[src/rtl/clfsr_pkg.sv]
// clfsr_pkg: shared FSM type, default constants and Q-format helpers for the keystream generator
package clfsr_pkg;
  typedef enum logic [1:0] {IDLE, RUN, HOLD} state_t;
  localparam logic [15:0] DEF_TAP_MASK = 16'hB400;
  localparam logic [15:0] DEF_X_SEED = 16'h7EF0;
  function automatic int one_q(input int xw);
    return (1 << (xw - 1)) - 1;
  endfunction
  function automatic int q_shift(input int xw);
    return xw - 2;
  endfunction
endpackage

[src/rtl/chaotic_map.sv]
// chaotic_map: fixed-point x' = 1 - 2x^2 with saturation and a fixed-point (degenerate orbit) flag
module chaotic_map
  import clfsr_pkg::*;
#(
  parameter int X_W = 16
) (
  input  logic signed [X_W-1:0] x,
  output logic signed [X_W-1:0] x_next,
  output logic                  degen
);
  localparam int SH = q_shift(X_W);
  localparam logic signed [X_W:0] ONE = (X_W+1)'(one_q(X_W));
  logic signed [2*X_W-1:0] p;
  logic [2*X_W-1:0] sh;
  logic [X_W-1:0] t;
  logic signed [X_W:0] d;
  // square, rescale to 2x^2, saturate, subtract from one and clamp back to X_W bits
  always_comb begin
    p = x * x;
    sh = $unsigned(p >>> SH);
    t = |sh[2*X_W-1:X_W] ? '1 : sh[X_W-1:0];
    d = ONE - $signed({1'b0, t});
    x_next = d[X_W] == d[X_W-1] ? d[X_W-1:0] : {d[X_W], {(X_W-1){~d[X_W]}}};
    degen = x_next == x;
  end
endmodule

[src/rtl/clfsr_keystream.sv]
// clfsr_keystream: multi-channel chaotic-LFSR keystream generator with seeding and valid/ready output
module clfsr_keystream
  import clfsr_pkg::*;
#(
  parameter int                NUM_CH   = 3,
  parameter int                LFSR_W   = 16,
  parameter logic [LFSR_W-1:0] TAP_MASK = DEF_TAP_MASK,
  parameter int                WORD_W   = 8,
  parameter int                X_W      = 16,
  parameter logic [X_W-1:0]    X_SEED   = DEF_X_SEED,
  parameter int                CNT_W    = 32
) (
  input  logic                       clk,
  input  logic                       rst_n,
  input  logic                       enable,
  input  logic                       seed_valid,
  output logic                       seed_ready,
  input  logic [NUM_CH*LFSR_W-1:0]   seed_lfsr,
  input  logic [X_W-1:0]             seed_x,
  output logic                       key_valid,
  input  logic                       key_ready,
  output logic [NUM_CH*WORD_W-1:0]   key_data,
  output logic [CNT_W-1:0]           word_count,
  output logic                       x_reinit
);
  localparam int BW = $clog2(WORD_W);
  state_t state, state_d;
  logic signed [X_W-1:0] x, x_next;
  logic degen, load, step, last;
  logic [BW-1:0] bit_cnt;
  logic [NUM_CH*WORD_W-1:0] word;
  chaotic_map #(.X_W(X_W)) u_map (
    .x      (x),
    .x_next (x_next),
    .degen  (degen)
  );
  for (genvar c = 0; c < NUM_CH; c++) begin : g_ch
    logic [LFSR_W-1:0] lfsr, seed;
    logic [WORD_W-1:0] shreg;
    logic b;
    assign seed = seed_lfsr[c*LFSR_W +: LFSR_W];
    assign b = lfsr[LFSR_W-1] ^ x[X_W-1];
    assign word[c*WORD_W +: WORD_W] = {shreg[WORD_W-2:0], b};
    // per-channel LFSR (zero seeds replaced to avoid lockup) and MSB-first bit packer
    always_ff @(posedge clk or negedge rst_n)
      if (!rst_n) begin
        lfsr <= LFSR_W'(c + 1);
        shreg <= '0;
      end else if (load) begin
        lfsr <= seed == '0 ? LFSR_W'(c + 1) : seed;
      end else if (step) begin
        lfsr <= {lfsr[LFSR_W-2:0], ^(lfsr & TAP_MASK)};
        shreg <= word[c*WORD_W +: WORD_W];
      end
  end
  // control decode and next-state selection
  always_comb begin
    seed_ready = state == IDLE;
    load = seed_ready && seed_valid;
    step = state == RUN;
    last = step && bit_cnt == BW'(WORD_W - 1);
    state_d = state;
    if (seed_ready && enable) state_d = RUN;
    if (last) state_d = HOLD;
    if (state == HOLD && key_ready) state_d = enable ? RUN : IDLE;
  end
  // chaotic state, bit counter, output word register and handshake bookkeeping
  always_ff @(posedge clk or negedge rst_n)
    if (!rst_n) begin
      state <= IDLE;
      x <= X_SEED;
      bit_cnt <= '0;
      key_data <= '0;
      key_valid <= 1'b0;
      word_count <= '0;
      x_reinit <= 1'b0;
    end else begin
      state <= state_d;
      x_reinit <= step && degen;
      if (load) begin
        x <= seed_x;
        bit_cnt <= '0;
      end else if (step) begin
        x <= degen ? X_SEED : x_next;
        bit_cnt <= last ? '0 : bit_cnt + BW'(1);
      end
      if (last) begin
        key_data <= word;
        key_valid <= 1'b1;
      end else if (state == HOLD && key_ready) begin
        key_valid <= 1'b0;
        word_count <= word_count + CNT_W'(1);
      end
    end
endmodule

[config.mk]
export PLATFORM = sky130hd
export DESIGN_NAME = clfsr_keystream
export DESIGN_NICKNAME = d
export VERILOG_FILES = /design/src/rtl/clfsr_pkg.sv /design/src/rtl/chaotic_map.sv /design/src/rtl/clfsr_keystream.sv
export SDC_FILE = /design/constraint.sdc
export NUM_CORES = 1
export LEC_CHECK = 0
export CORE_ASPECT_RATIO = 1.1
export CORE_UTILIZATION = 30
export CTS_CLUSTER_DIAMETER = 50
export DETAILED_ROUTE_END_ITERATION = 16
export DONT_BUFFER_PORTS = 1
export PLACE_DENSITY = 0.52
export SLEW_MARGIN = 10
export SYNTH_ARGS = -nofsm -noshare
export SYNTH_HDL_FRONTEND = slang
export SYNTH_SLANG_ARGS = --single-unit
[constraint.sdc]
create_clock -name clk -period 9.55 [get_ports clk]
set_input_delay 0.4775 -clock clk [delete_from_list [all_inputs] [get_ports clk]]
set_output_delay 0.4775 -clock clk [all_outputs]
set_load 0.01 [all_outputs]
Yosys cells after proc, flatten, opt, wreduce, memory -nomap -nowiden
Index checks and enable logic that the tools add are counted.

Register bits after elaboration: 148. Bits of input ports: 69.

$add $sub $neg: 3. Multiply operators: 1. Equality and inequality tests: 5. Muxes and demuxes: 23. Bitwise operators: 6. Reductions and logical operators: 18.

Operators with widths (number): 16-bit two-way mux (14); 16-bit zero test (3); 16-bit parity (3); 32-bit by 1-bit adder with 32-bit output, second input constant (1); 16-bit by 16-bit multiplier with 32-bit output (1); 15-bit by 16-bit subtractor with 17-bit output, first input constant (1); 16-bit equality test (1); 3-bit two-way mux (3); 2-bit two-way mux (3); 1-bit logical AND (5); 2-bit AND reduction (2); 2-bit nonzero test (2); 3-bit by 1-bit adder with 3-bit output, second input constant (1); 3-bit equality test, second input constant (1); 1-bit two-way mux (3); 1-bit NOT (3); 3-bit nonzero test (1); 1-bit bitwise XOR (3); 2-bit by 1-bit equality test with 1-bit output, second input constant (1); 2-bit equality test, second input constant (1); 2-bit zero test (1); 2-bit OR reduction (1); 1-bit equality test (1).

Logic depth before layout (Yosys ltp)
Gate-level depths: netlist of run 1.

Word-level depth: 10. Depth in mapped cells: 30. Depth with buffers taken out: 26.

Hierarchy
A second synthesis of run 1 with hierarchy kept.

Cells, all modules: 1650. Area, all modules: 15661.3 sq um.

By module, submodules not included: chaotic_map (instances 1, cells each 1036, area each 9277.6 sq um); clfsr_keystream (instances 1, cells each 614, area each 6383.6 sq um).

Least setup slack after synthesis of run 1
No wires, ideal clock.

Kind: reg2reg. Start: register x[15]. End: register x[0]. Arrival: 7.345 ns. Data required time: 9.430 ns. Slack: 2.084 ns. Cell stages (with the launch flop): 22. Cells stage by stage: dfrtp_1 > clkbuf_1 > clkbuf_1 > and2_1 > fa_1 > fa_1 > fa_1 > fa_1 > fa_1 > fa_1 > ha_1 > clkbuf_1 > a21oi_1 > o211ai_1 > or2_1 > nor3b_1 > a311oi_2 > a32oi_4 > a211o_1 > a2111oi_4 > o2111ai_4 > a41o_1.

Cells in the longest elaborated chain, start to end: 10. Elaborated cells on any way between the ends: 11. Classes of those cells: add/sub (1); mul (1); eq/ne (2); mux (5); bitwise (1); reduce/logical (1).

RTL lines: start, declared (RTL line clfsr_keystream.sv:28) `logic signed [X_W-1:0] x, x_next;`; start signal, assigned (RTL line clfsr_keystream.sv:84) `x <= degen ? X_SEED : x_next;`; 16-bit by 16-bit multiplier with 32-bit output (RTL line chaotic_map.sv:19) `p = x * x;`; 2-bit OR reduction (RTL line chaotic_map.sv:21) `t = |sh[2*X_W-1:X_W] ? '1 : sh[X_W-1:0];`; 16-bit two-way mux (RTL line chaotic_map.sv:21); 15-bit by 16-bit subtractor with 17-bit output (RTL line chaotic_map.sv:22) `d = ONE - $signed({1'b0, t});`; 1-bit equality test / 1-bit NOT (equally long branches) (RTL line chaotic_map.sv:23) `x_next = d[X_W] == d[X_W-1] ? d[X_W-1:0] : {d[X_W], {(X_W-1){~d[X_W]}}};`; 16-bit two-way mux (RTL line chaotic_map.sv:23); 16-bit equality test (RTL line chaotic_map.sv:24) `degen = x_next == x;`; 16-bit two-way mux (*) (RTL line clfsr_keystream.sv:84); 16-bit two-way mux (*) (RTL line clfsr_keystream.sv:83) `end else if (step) begin`; 16-bit two-way mux (*) (RTL line clfsr_keystream.sv:80) `if (load) begin`.

Every way passes the cells marked *; elsewhere a longest branch is shown, timed or not. The select of a mux whose other input is x is not followed. A chain may end at the register's enable or synchronous reset.

Worst setup path after layout of run 1
Start: register x[3]. End: register x[13].

Same word-level chain as after synthesis.

==> implementation parameters, run 1 <==
Parameter                              Value

Status
  Outcome    complete, no violations

Logic synthesis
  Avg Synthesized Cell Area    9.49 µm²
  Xor and xnor area share after synthesis    slightly below 5%
  Synthesized-area fraction occupied by adder cells    approximately 37%
  Multiplexer fraction of the synthesized cell area    ~1.8%
  Netlist area before placement    around 16000 µm²
  Number of synthesized register bits    roughly 150
  Number of different library cells in the post-synthesis netlist    81
  Gate count after technology mapping    roughly 1700
  Synth Warn #    0
  Synthesized netlist net count    between 2000 and 2500
  Leading cell types by total area after synthesis    sky130_fd_sc_hd__fa_1 (29%), sky130_fd_sc_hd__dfrtp_1 (21%), sky130_fd_sc_hd__inv_1 (7.4%), sky130_fd_sc_hd__ha_1 (7.4%), sky130_fd_sc_hd__nand2_1 (4.9%)
  Leading post-synthesis cells by instance count    sky130_fd_sc_hd__inv_1 (318), sky130_fd_sc_hd__fa_1 (234), sky130_fd_sc_hd__nand2_1 (210), sky130_fd_sc_hd__nor2_1 (135), sky130_fd_sc_hd__dfrtp_1 (134)
  Compound-Gate Fraction of Synth Area    10.5%
  Sequential share of the synthesized area    23.2%
  Post-synth ARST share    between 90% and 100%
  Basic-gate share of the synthesized area counting and, or, nand and nor cells    between 10% and 20%
  Top cell type by total area after synthesis    sky130_fd_sc_hd__fa_1
  Largest family of logic cells by synthesized area    adder cells
  Post-synth top area share    around 29%
  Primary flip-flop cell chosen by synthesis mapping    sky130_fd_sc_hd__dfrtp_1
  Number of flops mapped to enable cells by yosys    0
  Most used standard cell by instance count after synthesis    sky130_fd_sc_hd__inv_1

GRT
  Pin count of the biggest net entering global routing    149
  Number of antenna violations at the first check in global routing    6
  Vias in the first global route    around 13000
  Total grt overflow    0
  Aggregate global-route resource usage    15.8%
  Wire length of the first global-routing pass    68000 µm

Worst hold path
  Worst hold-check path type    input port to async pin

Timing
  Maximum clock frequency    around 110 MHz
  Final worst path period share    approximately nine tenths
  Setup violations, final    0
  Final count of hold timing violations    0
  Relative slew slack    ~33%
  Slew Viols, Final    0
  Setup Skew    roughly 0.016 ns
  Smallest setup slack after layout    roughly 0.82 ns
  Final period demand of the worst path    8.73 ns
  Final setup TNS    0 ns
  Unrepaired setup endpoints after global routing    no
  Least-Margin Pin Slew    1.01 ns

Setup path
  Most common cell on crit path    sky130_fd_sc_hd__fa_1
  Required @ worst endpoint    a little under 10 ns
  Category of cells accounting for the largest share of critical-path delay    adder cells
  Maximum fanout along the worst path    16
  Series of cell instances along the critical path    clkinv_1, buf_4, nor2_1, fa_1, fa_1, fa_1, fa_1, fa_1, inv_1, fa_1, inv_1, ha_1, and4_1, o211ai_1, a21oi_2, a211oi_2, or3_1, a32oi_4, inv_2, a2bb2oi_1, a2111oi_4, o2111ai_4, buf_4, a21oi_4
  Kind of critical path    register to register
  Kind of start point of the critical path    register
  Worst endpoint data arrival time    9.09 ns
  Endpoint type of the worst setup path    register
  Longest individual stage delay on the worst path    roughly 0.9 ns
  Max stage delay cell, worst path    sky130_fd_sc_hd__fa_1
  Buffers and inverters on the worst path    6

Placed design
  Routability cong.    approximately 0.89
  Worst slack, placed    about 0.86 ns
  Count of buffers inserted at the top-level ports    0
  Post-detailed-placement half-perimeter wirelength    32100 µm

Clocking
  Maximum root-to-sink buffer count    2
  CTS clock-pin slew for the worst setup and hold paths    approximately 0.070 ns
  Sinks on the clock net    around 150
  Clock tree from TritonCTS    built
  Setup Fix Bufs, Post-CTS    0
  Maximum level of the CTS H-tree    4
  TritonCTS Buffers    17
  Clock network latency to the later pin of the worst-skew pair    between 0.4 and 0.5 ns
  Root Buffer    sky130_fd_sc_hd__clkbuf_16

Routing
  Routed length on met3    just under 2000 µm
  Number of DRC markers after the initial detailed-route iteration    about 610
  DRT Pass-1 Iters    5
  Routed length on met1    about 18000 µm
  Avg WL per Cell    17.4 µm
  Number of remaining DRC errors    0
  Metal2 WL    20200 µm
  Drt total wl    approximately 40000 µm
  Via Count    between 10000 and 15000
  Uppermost routed layer    met5
  Per-cell via count in the routed design    roughly 4.8
  Post-route ant nets    0

Floorplanning
  Number of placed I/O pins    approximately 130
  Number of rows created at floorplan    approximately 90
  Area of the die    about 54000 µm²
  Overall die height    244 µm
  Die extent in x    around 220 µm
  Core footprint    approximately 53000 µm²
  Initial Util    a little under a third

Final layout
  Number of filler cells placed in the layout    between 5000 and 6000
  Flip-flop and latch area    3720 µm²
  Area used by multi-input combinational logic    approximately 11000 µm²
  Post-layout nets    2062
  Share of post-route cells with drive strength above 1    about 7.7%
  Layout overhead on the synthesized area    8.64%

Job
  Number of maximum-capacitance violations    0
[placed cells by master (no fill, tap or decap), drive strengths merged, types with 11 or more instances in the layout]
cell type	n
o21ai	36
nand3	13
nand2b	12
dfrtp	134
ha	95
o22ai	42
nor2	136
fa	234
clkbuf	18
a21oi	67
nor4	13
and3	11
buf	23
mux2	21
xnor2	65
dfstp	14
xor2	18
and2	35
inv	326
nand2	211
[per-layer routing]
metal,vias up,GRT usage [%]
met4,8,4.81
met1,5699,20.4
met2,251,27.2
met5,-,0
li1,5276,-
met3,67,2.60
[through the flow]
step	std cells	cell area (µm²)	util [%]	hold slack, ns
2_1_floorplan	1689	16000	-	0.182
3_3_place_gp	2319	16800	31.9	0.185
3_5_place_dp	2319	16800	31.9	0.184
4_1_cts	2352	17400	33.1	0.0868
5_1_grt	2353	17400	33.1	0.0780
6_report	2354	17400	33.1	0.000918
[final cells by class]
cell class              instances  area share, %
clock inverters                14          0.977
well taps                     675           4.85
diodes                          2         0.0287
multi-input cells            1154           62.3
flip-flops and latches        148           21.4
inverters                     320           6.90
clock buffers                  18           2.52
repair buffers                 23           1.11
[worst register-to-register path: cells and delay by family (launching register included)]
kind	cells	cell delay (ns)
compound gates	8	2.08
simple gates	3	0.92
fa+ha+maj	7	3.93
buf+inv	6	0.93
flops	1	0.80
[repair_timing]
item / CTS / global route
endpoints found under the setup margin: 0 / 0
resized for setup: 0 / 0
endpoints found under the hold margin: 148 / 0
hold buffers: 1 / 0
[sequential cells by signal (all words and copies together), names as in the netlist]
signal	flops
g_ch.lfsr	48
word_count	32
key_data	24
g_ch.shreg	21
x	16
bit_cnt	3
state	2
key_valid	1
x_reinit	1
[path summary, 6_finish.rpt]
| kind | startpoint | to | slack, ns | depth (start not counted) |
|---|---|---|---|---|
| setup / recovery | x[3] | x[13] | 0.82 | 24 |
| hold / removal | rst_n | key_data[14] | 0.0009 | 1 |
| setup reg to reg | x[3] | x[13] | 0.82 | 24 |
| hold reg to reg | g_ch[1].shreg[6] | g_ch[1].shreg[6] | 0.48 | 2 |
| max in group asynchronous | rst_n | x[1] | 8.88 | 1 |
| min in group clk | seed_lfsr[16] | g_ch[1].lfsr[0] | 0.17 | 2 |
[cell families (layout without fill, tap and decap cells)]
group / Yosys count / in the layout
simple gates: 485 / 485
buf+inv: 387 / 375
fa+ha+maj: 329 / 329
compound gates: 229 / 229
flops: 148 / 148
xor+xnor: 85 / 85
mux: 26 / 26
other cells: 0 / 2
Power of run 1 is left out: the tool's default activity adds up to more than one toggle a clock period on the data nets, which glitch-free logic cannot reach.
==> run 2, diff against run 1 <==
--- a/config.mk
+++ b/config.mk
@@ -11,7 +11,7 @@
 export DETAILED_ROUTE_END_ITERATION = 16
 export DONT_BUFFER_PORTS = 1
 export PLACE_DENSITY = 0.52
-export SLEW_MARGIN = 10
+export RECOVER_POWER = 100
 export SYNTH_ARGS = -nofsm -noshare
 export SYNTH_HDL_FRONTEND = slang
 export SYNTH_SLANG_ARGS = --single-unit
==> run 2 against run 1 <==
  * Clock-buffer cell count unchanged
  * Sequential cell count unchanged
  * First-iteration DRC count up 0.83%
  * The flow now finishes with violations (capacitance limit, slew limit)
  * Die area unchanged
  * Critical path type unchanged
  * Routed wire length up 0.26%
  * Sequential share of layout area up 0.13 points
==> implementation parameters, run 2 (synthesis results as in run 1) <==
Parameter                              Value

Routing
  Via Count    ~11000
  DRT Pass-1 Iters    5
  Number of DRC markers after the initial detailed-route iteration    610
  Post-route ant nets    0
  Avg WL per Cell    around 17 µm
  Per-cell via count in the routed design    about 4.8
  Number of remaining DRC errors    0
  Drt total wl    between 40000 and 50000 µm

Clocking
  CTS clock-pin slew for the worst setup and hold paths    around 0.07 ns
  Maximum root-to-sink buffer count    2
  Sinks on the clock net    between 100 and 150
  Setup Fix Bufs, Post-CTS    0
  Maximum level of the CTS H-tree    4
  Root Buffer    sky130_fd_sc_hd__clkbuf_16
  Clock tree from TritonCTS    built
  TritonCTS Buffers    17
  Clock network latency to the later pin of the worst-skew pair    between 0.4 and 0.5 ns

Final layout
  Largest regs    g_ch.lfsr (48), word_count (32), key_data (24)
  Register containing the most flip-flops in the final layout    g_ch.lfsr
  Post-layout nets    about 2100
  Design area    roughly 17000 µm²
  Highest-count cells in the layout ignoring fill and taps    sky130_fd_sc_hd__inv_1 (319), sky130_fd_sc_hd__fa_1 (234), sky130_fd_sc_hd__nand2_1 (209)
  Leading cell type in the layout, fill and taps excluded    sky130_fd_sc_hd__inv_1
  Share of post-route cells with drive strength above 1    6.92%
  Flip-flop count of the largest register, all copies and words added    48
  Layout overhead on the synthesized area    7.98%

Floorplanning
  Core footprint    about 53000 µm²
  Number of placed I/O pins    128
  Number of rows created at floorplan    a little under 90
  Die extent in x    between 200 and 250 µm
  Initial Util    30.5%
  Overall die height    between 200 and 250 µm
  Area of the die    around 54000 µm²

Setup path
  Series of cell instances along the critical path    clkinv_1, buf_4, nor2_1, fa_1, fa_1, fa_1, fa_1, fa_1, inv_1, fa_1, inv_1, ha_1, and4_1, o211ai_1, a21oi_2, a211oi_1, or3_1, a32oi_4, inv_1, a2bb2oi_1, a2111oi_4, o2111ai_4, clkbuf_2, a21oi_1
  Buffers and inverters on the worst path    6
  Category of cells accounting for the largest share of critical-path delay    adder cells
  CP Depth    24
  Worst reg2reg path depth    24
  Max stage delay cell, worst path    sky130_fd_sc_hd__fa_1
  Kind of critical path    register to register
  Worst endpoint data arrival time    between 9 and 10 ns
  Longest individual stage delay on the worst path    ~0.90 ns
  Required @ worst endpoint    between 9 and 10 ns
  Kind of start point of the critical path    register
  Endpoint type of the worst setup path    register
  Most common cell on crit path    sky130_fd_sc_hd__fa_1
  Maximum fanout along the worst path    16

Job
  Number of maximum-capacitance violations    6

Placed design
  Routability cong.    around 0.9
  Area of placed instances    between 15000 and 20000 µm²
  Post-detailed-placement half-perimeter wirelength    approximately 32000 µm
  Count of buffers inserted at the top-level ports    0

Timing
  Least-Margin Pin Slew    about 7.9 ns
  Final count of hold timing violations    0
  Maximum clock frequency    about 110 MHz
  Slew Viols, Final    roughly 330
  Relative slew slack    -425%
  Setup violations, final    0
  Setup Skew    0.0132 ns
  Final setup TNS    0 ns
  Unrepaired setup endpoints after global routing    no
  Final period demand of the worst path    about 9 ns
  Final worst path period share    92.1%

Status
  Violations in the final reports    capacitance limit, slew limit
  Outcome    finished, violations left

Worst hold path
  Number of instances on the worst hold path    2
  Worst hold-check path type    input port to register

GRT
  Total grt overflow    0
  Aggregate global-route resource usage    around 16%
  Number of antenna violations at the first check in global routing    6
  Wire length of the first global-routing pass    68000 µm
  Vias in the first global route    between 10000 and 15000
  Pin count of the biggest net entering global routing    roughly 150
[run 2: cell types whose count changed in the layout (fill, tap and decap cells not counted), moves of 4 or more]
cell / before / now
sky130_fd_sc_hd__buf_4: 22 / 17
sky130_fd_sc_hd__clkbuf_1: 0 / 5
sky130_fd_sc_hd__a21oi_1: 55 / 59
sky130_fd_sc_hd__a21oi_4: 10 / 6
[run 2: layer usage]
layer	up-vias	track usage (%)	share of wire [%]
met4	8	4.81	2.6
met3	63	2.60	4.9
met5	-	0	0.11
met2	241	27.2	49
met1	5760	20.4	43
li1	5275	-	-
[run 2: layout make-up]
type | instances | area (µm²)
Fill cell | 5452 | 35300
Multi-Input combinational cell | 1154 | 10800
Sequential cell | 148 | 3720
Inverter | 320 | 1200
Tap cell | 675 | 845
Clock buffer | 18 | 439
Clock inverter | 14 | 170
Timing Repair Buffer | 23 | 151
Antenna cell | 2 | 5.00
[run 2: worst paths after layout]
kind | from | endpoint | slack, ns
min in group asynchronous | rst_n | key_data[15] | 3.03
min | seed_lfsr[16] | g_ch[1].lfsr[0] | 0.17
max reg2reg | x[3] | x[10] | 0.76
max | x[3] | x[10] | 0.76
min reg2reg | g_ch[1].shreg[6] | g_ch[1].shreg[6] | 0.48
max in group asynchronous | rst_n | word_count[7] | 2.06
[run 2: what timing repair did]
item,CTS,global route
hold buffers,1,0
endpoints found under the hold margin,148,0
endpoints found under the setup margin,0,0
gates resized for setup,0,0
[run 2: worst register-to-register path, stage by stage (launching register included)]
cell                        delay [ns]
sky130_fd_sc_hd__dfrtp_1          0.79
sky130_fd_sc_hd__clkinv_1         0.14
sky130_fd_sc_hd__buf_4            0.21
sky130_fd_sc_hd__nor2_1           0.21
sky130_fd_sc_hd__fa_1             0.61
sky130_fd_sc_hd__fa_1             0.90
sky130_fd_sc_hd__fa_1             0.53
sky130_fd_sc_hd__fa_1             0.51
sky130_fd_sc_hd__fa_1             0.49
sky130_fd_sc_hd__inv_1            0.05
sky130_fd_sc_hd__fa_1             0.47
sky130_fd_sc_hd__inv_1            0.04
sky130_fd_sc_hd__ha_1             0.42
sky130_fd_sc_hd__and4_1           0.33
sky130_fd_sc_hd__o211ai_1         0.14
sky130_fd_sc_hd__a21oi_2          0.29
sky130_fd_sc_hd__a211oi_1         0.15
sky130_fd_sc_hd__or3_1            0.38
sky130_fd_sc_hd__a32oi_4          0.42
sky130_fd_sc_hd__inv_1            0.24
sky130_fd_sc_hd__a2bb2oi_1        0.22
sky130_fd_sc_hd__a2111oi_4        0.34
sky130_fd_sc_hd__o2111ai_4        0.38
sky130_fd_sc_hd__clkbuf_2         0.30
sky130_fd_sc_hd__a21oi_1          0.17
[run 2: through the flow]
step / cells / util [%] / setup WS, ns / hold slack (ns)
6_report: 2354 / 32.9 / 0.759 / 0.168
5_1_grt: 2353 / 32.9 / 0.156 / 0.194
4_1_cts: 2352 / 33.1 / 0.836 / 0.0868
3_5_place_dp: 2319 / 31.9 / 0.865 / 0.184
3_3_place_gp: 2319 / 31.9 / 1.10 / 0.185
2_1_floorplan: 1689 / - / 2.08 / 0.182
Power of run 2 is left out for the same reason.
